**src/rtl/mstq_arbiter_pkg.sv**
```systemverilog
// Shared master-queue framing definitions. The server, the arbiter and the TLP engine
// all use these so they agree on the word layout.
package mstq_arbiter_pkg;

    localparam int MSTQ_W   = 18;
    localparam int MSTQ_SOF = 17;
    localparam int MSTQ_EOF = 16;

    typedef logic [MSTQ_W-1:0] mstq_word_t;

    typedef enum logic {
        ST_IDLE = 1'b0,
        ST_XFER = 1'b1
    } mstq_state_e;

endpackage

```
**src/rtl/mstq_arbiter.sv**
```systemverilog
// Packet-atomic two-way round-robin merge of requester FWFT queues into the master write queue.
// Provides a one-word output register, per-source packet counters and sticky framing errors.
module mstq_arbiter
    import mstq_arbiter_pkg::*;
#(
    parameter int CNT_W = 16
) (
    input  logic              pcie_clk,
    input  logic              sys_rst,
    input  logic              en,
    input  logic [MSTQ_W-1:0] s0_dout,
    input  logic              s0_empty,
    output logic              s0_rd_en,
    input  logic [MSTQ_W-1:0] s1_dout,
    input  logic              s1_empty,
    output logic              s1_rd_en,
    output logic [MSTQ_W-1:0] mst_din,
    output logic              mst_wr_en,
    input  logic              mst_full,
    output logic [1:0]        grant,
    output logic [CNT_W-1:0]  pkt_cnt0,
    output logic [CNT_W-1:0]  pkt_cnt1,
    output logic [1:0]        err,
    input  logic              err_clr
);

    mstq_state_e      state_q;
    logic [1:0]       grant_q;
    logic             last_q;
    logic             first_q;
    mstq_word_t       oreg_q;
    logic             ovalid_q;
    logic [CNT_W-1:0] cnt0_q;
    logic [CNT_W-1:0] cnt1_q;
    logic [1:0]       err_q;
    logic [1:0]       err_d;

    logic       req0;
    logic       req1;
    logic       pick1;
    logic       src_empty;
    mstq_word_t src_word;
    logic       pop;
    logic       frame_bad;

    assign req0 = !s0_empty;
    assign req1 = !s1_empty;
    // last_q names the source granted most recently; the other one wins a tie
    assign pick1 = req1 && (!req0 || !last_q);

    assign src_empty = grant_q[0] ? s0_empty : s1_empty;
    assign src_word  = grant_q[0] ? s0_dout  : s1_dout;
    assign pop       = (state_q == ST_XFER) && !src_empty && (!ovalid_q || !mst_full);

    assign s0_rd_en  = pop && grant_q[0];
    assign s1_rd_en  = pop && grant_q[1];
    assign mst_wr_en = ovalid_q && !mst_full;
    assign mst_din   = oreg_q;
    assign grant     = grant_q;
    assign pkt_cnt0  = cnt0_q;
    assign pkt_cnt1  = cnt1_q;
    assign err       = err_q;

    // SOF must appear exactly on the first word of a grant; a new error beats err_clr
    assign frame_bad = pop && (first_q != src_word[MSTQ_SOF]);

    always_comb begin
        err_d = err_clr ? 2'b00 : err_q;
        if (frame_bad) begin
            err_d = err_d | grant_q;
        end
    end

    always_ff @(posedge pcie_clk or posedge sys_rst) begin
        if (sys_rst) begin
            state_q  <= ST_IDLE;
            grant_q  <= 2'b00;
            last_q   <= 1'b1;
            first_q  <= 1'b0;
            oreg_q   <= '0;
            ovalid_q <= 1'b0;
            cnt0_q   <= '0;
            cnt1_q   <= '0;
            err_q    <= 2'b00;
        end else begin
            err_q <= err_d;

            if (pop) begin
                oreg_q   <= src_word;
                ovalid_q <= 1'b1;
            end else if (mst_wr_en) begin
                ovalid_q <= 1'b0;
            end

            case (state_q)
                ST_IDLE: begin
                    if (en && (req0 || req1)) begin
                        state_q <= ST_XFER;
                        grant_q <= pick1 ? 2'b10 : 2'b01;
                        last_q  <= pick1;
                        first_q <= 1'b1;
                    end
                end
                ST_XFER: begin
                    if (pop) begin
                        first_q <= 1'b0;
                        if (src_word[MSTQ_EOF]) begin
                            state_q <= ST_IDLE;
                            grant_q <= 2'b00;
                            if (grant_q[0]) begin
                                cnt0_q <= cnt0_q + CNT_W'(1);
                            end else begin
                                cnt1_q <= cnt1_q + CNT_W'(1);
                            end
                        end
                    end
                end
                default: begin
                    state_q <= ST_IDLE;
                    grant_q <= 2'b00;
                end
            endcase
        end
    end

endmodule

```
**config.mk**
```make
export PLATFORM = sky130hd
export DESIGN_NAME = mstq_arbiter
export DESIGN_NICKNAME = d
export VERILOG_FILES = /design/src/rtl/mstq_arbiter_pkg.sv /design/src/rtl/mstq_arbiter.sv
export SDC_FILE = /design/constraint.sdc
export NUM_CORES = 1
export LEC_CHECK = 0
export ABC_CLOCK_PERIOD_IN_PS = 4700
export CORE_MARGIN = 10
export CORE_UTILIZATION = 40
export CTS_CLUSTER_SIZE = 40
export DETAILED_ROUTE_END_ITERATION = 6
export PLACE_DENSITY = 0.73
export SLEW_MARGIN = 15
export SYNTH_ARGS = -nofsm -noshare
export SYNTH_HDL_FRONTEND = slang
export SYNTH_SLANG_ARGS = --single-unit
```
**constraint.sdc**
```tcl
create_clock -name pcie_clk -period 4.7 [get_ports pcie_clk]
set_input_delay 1.175 -clock pcie_clk [delete_from_list [all_inputs] [get_ports pcie_clk]]
set_output_delay 1.175 -clock pcie_clk [all_outputs]
set_load 0.01 [all_outputs]
```
# Word level (Yosys, flattened, before mapping)
# Cells that the tools add are included.
[totals]
register_bits = 58
input_bits = 43
out_inout_bits = 57
word_cells = 59
[classes]
addsub = 2
n_eq_ne = 4
mux = 18
n_bitwise = 3
n_reduce_logical = 23
[ops]
columns = ["cell", "n"]
rows = [
  ["16-bit by 1-bit adder with 16-bit output (second input constant)", 2],
  ["18-bit 2-to-1 mux", 1],
  ["2-bit 2-to-1 mux", 6],
  ["1-bit logical AND", 8],
  ["1-bit 2-to-1 mux", 8],
  ["4-bit AND reduction", 2],
  ["1-bit logical NOT", 6],
  ["2-bit by 1-bit inequality test with 1-bit output (second input constant)", 2],
  ["1-bit case mux with 2 select lines", 2],
  ["2-bit case mux with 2 select lines", 1],
  ["2-bit AND reduction", 2],
  ["1-bit logical OR", 3],
  ["3-bit AND reduction", 1],
  ["2-bit inequality test (second input constant)", 1],
  ["1-bit inverter", 2],
  ["2-bit OR", 1],
  ["2-bit nonzero test", 1],
  ["1-bit inequality test", 1],
]

# Longest topological paths before layout
[depth]
depth_word = 6
depth_mapped = 7
depth_no_buf = 5

# Worst setup path before layout
# OpenSTA, ideal clock, no wires.
[synth_timing]
kind = "input -> output"
startpoint = "in s0_empty"
endpoint = "out s1_rd_en"
arrival_time_ns = 1.621
t_required_ns = 3.525
setup_slack_ns = 1.904
stages = 2
path_buffers = 0
path_cell_list = "mux2i_1 > and3_1"
[synth_via]
elab_chain_cells = 5
[synth_rtl]
columns = ["element", "line", "text"]
rows = [
  ["start, declared", "mstq_arbiter.sv:12", "input logic s0_empty,"],
  ["1-bit 2-to-1 mux", "mstq_arbiter.sv:51", "assign src_empty = grant_q[0] ? s0_empty : s1_empty;"],
  ["1-bit logical NOT", "mstq_arbiter.sv:53", "assign pop = (state_q == ST_XFER) && !src_empty && (!ovalid_q || !mst_full);"],
  ["1-bit logical AND (2 in series)", "mstq_arbiter.sv:53", ""],
  ["1-bit logical AND", "mstq_arbiter.sv:56", "assign s1_rd_en = pop && grant_q[1];"],
  ["end, declared", "mstq_arbiter.sv:16", "output logic s1_rd_en,"],
]
# Every way passes these cells.

# Final worst setup path
[layout_timing]
startpoint = "in s1_empty"
endpoint = "out s1_rd_en"
[layout_via]
elab_chain_cells = 5
[layout_rtl]
columns = ["element", "line", "text"]
rows = [
  ["start, declared", "mstq_arbiter.sv:15", "input logic s1_empty,"],
  ["1-bit 2-to-1 mux", "mstq_arbiter.sv:51", ""],
  ["1-bit logical NOT", "mstq_arbiter.sv:53", ""],
  ["1-bit logical AND (2 in series)", "mstq_arbiter.sv:53", ""],
  ["1-bit logical AND", "mstq_arbiter.sv:56", ""],
]
# Every way passes these cells.

==> flow_metrics.tcl <==
set metrics [dict create \
    p_sw_share_pct 31.35 \
    yosys_warnings 0 \
    worstSetupPathType "in2out" \
    max_freq_mhz 250.9 \
    cts_htree_levels 3 \
    p_sw_uw 605.1 \
    r2r_cells 6 \
    drc 0 \
    power_leakage_nw 1.736 \
    root_buffer "clkbuf_8" \
    p_per_area_mw_per_mm2 484.9 \
    cp-end-kind "output pin" \
    drt_iter0_drc 61 \
    insertion_delay_ns 0.33 \
    cp_common_cell "clkdlybuf4s50_1" \
    hold_depth 2 \
    nFillCells 552 \
    cellInternalPower_mw 1.325 \
    vias_per_cell 4.991 \
    synthToLayoutAreaGrowth_pct 48.09 \
    cts-resized-gates 0 \
    skew_ns 0.006462 \
    regToRegSetupSlack_ns 2.83 \
    finalSetupViolations 0 \
    synthCells 240 \
    hold_viol_final 0 \
    synth_area_leader_cell "dfrtp_1" \
    io_buffers 99 \
    power_frac_seq_pct 37.8 \
    utilization_pct 61.97 \
    start_util_pct 41.85 \
    die_w_um 102.0 \
    grt_overflow 0 \
    path_clk_slew_ns 0.06 \
    post_cts_buffers 0 \
    io_pins 100 \
    pwr-share-clk_pct 26.0 \
    grt_max_degree 39 \
    worst_ep_required_time_ns 3.52 \
    clock_sinks 58 \
    synth.ff_latch_count 58 \
    synth_area_leaders "dfrtp_1 (53%), mux2i_1 (6.7%), xnor2_1 (6.5%), nand2_1 (5.7%), xor2_1 (3.6%)" \
    antenna_found_initial 0 \
    firstDrtPassIters 5 \
    hold_class "reg2reg" \
    synth_async_sr_flop_share_pct 100.0 \
    worst_pin_slew_ns 0.7239 \
    ir_drop_uv 307.7 \
    synth.net_count 285 \
    route.final.wire_length_um 6670 \
    worstHoldStart "last_q$_DFFE_PP1P_" \
    fp-row-count 29 \
    diodes 0 \
    slew_violations 0 \
    drive_gt1_share_pct 9.687 \
    grt_pass1_vias 2112 \
    ant_nets 0 \
    rsz0062_at_grt "no" \
    vias 2136 \
    path_cells "clkdlybuf4s50_1 -> mux2i_1 -> and3_1 -> clkdlybuf4s50_1" \
    cp_slowest_stage_delay_ns 0.57 \
    fin_crit_sh_pct 84.81 \
    syn_area_per_cell_um2 11.20 \
    netlist.area_leader.share_pct 53.07 \
    path_max_fanout 5 \
    p_comb_share_pct 36.3 \
    yosysUniqueCellTypes 39 \
    setup_tns_ns 0 \
    reg2reg_to "state_q$_DFF_PP0_" \
    period_needed_ns 3.986 \
    syn_area_mm2 0.002688 \
    synth_seq_area_share_pct 54.05 \
    clockBufferDepth 2 \
    min_to "last_q$_DFFE_PP1P_" \
    holdWs_ns 0.4710 \
    slowest_stage "clkdlybuf4s50_1" \
    relSlewSlack_pct 51.67 \
    crit_arrival_ns 2.81 \
    maxCapViolations 0 \
    ctsHoldBuffers 0 \
    grt_usage_pct 13.03 \
    fp.dieArea_mm2 0.01040 \
    numCtsBuffers 9 \
    routabilityCongestion 0.7820 \
    dpl.hpwl_um 5171 \
    layout.nets 391 \
    rr_startpoint "grant[0]$_DFFE_PP0P_" \
    crit_path_start_kind "input port" \
    power.total_mw 1.930 \
    status "completed" \
    synth-edff-count 0 \
    core-area_mm2 0.006422 \
    wl_per_cell_um 15.58 \
    cts_tree "done" \
    grt_pass1_wl_um 10650 \
    die_y_um 102.0 \
    ys.flop_type "dfrtp_1" \
]
## worst max-delay path: cells and delay by family
family | cells | cell delay, ns
buffers and inverters | 2 | 1.10
muxes | 1 | 0.30
and+or+nand+nor | 1 | 0.24
## power by group through the flow
stage	combinational (mW)	clock [mW]	sequential (mW)
floorplan	0.317	0	0.780
global placement	0.705	0	0.734
detailed placement	0.719	0	0.737
CTS	0.720	0.519	0.730
global route	0.773	0.543	0.748
finish	0.700	0.501	0.729
## cells in the final DEF, fill, tap and decap left out, drive strengths merged, types with 2 or more instances in the layout
master / count
nand3b: 2
clkdlybuf4s50: 99
nor2: 6
mux2: 2
and4: 4
nand4: 8
mux2i: 18
nand3: 9
a21o: 2
buf: 3
dfrtp: 57
nor3: 5
inv: 4
a22o: 3
clkbuf: 11
xnor2: 20
o21ai: 18
and3: 5
ha: 2
nand2: 41
clkinv: 2
xor2: 11
bufinv: 2
a21oi: 2
nor4: 3
## Yosys cell counts (3+ instances only)
cell     count
nand2_1     41
xor2_1      11
nand4_1      8
and3_1       5
nand3_1      8
nor2_1       6
inv_1        4
mux2i_1     18
dfrtp_1     57
and4_1       4
buf_2        5
nor3_1       4
xnor2_1     20
a22o_1       3
o21ai_0     18
## through the flow
| stage | cell area, um^2 | setup slack [ns] | std cells |
|---|---|---|---|
| finish | 3980 | 0.7141 | 428 |
| global route | 3980 | 0.6532 | 428 |
| global placement | 3761 | 0.7300 | 412 |
| detailed placement | 3761 | 0.7315 | 412 |
| floorplan | 2688 | 1.904 | 240 |
| CTS | 3980 | 0.7294 | 428 |
## registers in the layout, indices dropped and copies added (netlist names)
register	cells
pkt_cnt1	16
last_q	1
ovalid_q	1
pkt_cnt0	16
state_q	1
err	2
grant	2
first_q	1
mst_din	18
## area by class of cell
cell class                      instances  area (um^2)  area share (%)
Timing Repair Buffer                  102         1013           25.46
Sequential cell                        58         1453           36.50
Inverter                                4        15.01          0.3772
Clock buffer                           11        141.4           3.552
Tap cell                               77        96.34           2.421
Multi-Input combinational cell        171         1184           29.74
Clock inverter                          5        77.57           1.949
## kinds of logic after synthesis
group           share of synthesized area (%)
fa+ha+maj                              0.9309
compound gates                          6.844
flops                                   54.05
buf+inv                                 1.908
xor+xnor                                10.10
simple gates                            18.62
mux                                     7.542
## routing by layer
layer	global-route usage, %	wire length (um)	up-vias
li1	-	-	1040
met1	14.93	2771	1023
met2	20.40	3167	66
met3	7.085	665	7
met4	4.338	65	0
met5	0	0	-
## worst max-delay path by stage
stage	from	end	slack, ns
2_1_floorplan	s0_empty	s1_rd_en	1.90
3_3_place_gp	s1_empty	s1_rd_en	0.73
3_5_place_dp	s1_empty	s1_rd_en	0.73
4_1_cts	s1_empty	s1_rd_en	0.73
5_1_grt	s1_empty	s1_rd_en	0.65
6_report	s1_empty	s1_rd_en	0.71
Note: power is estimated with default switching activity, not from simulation.
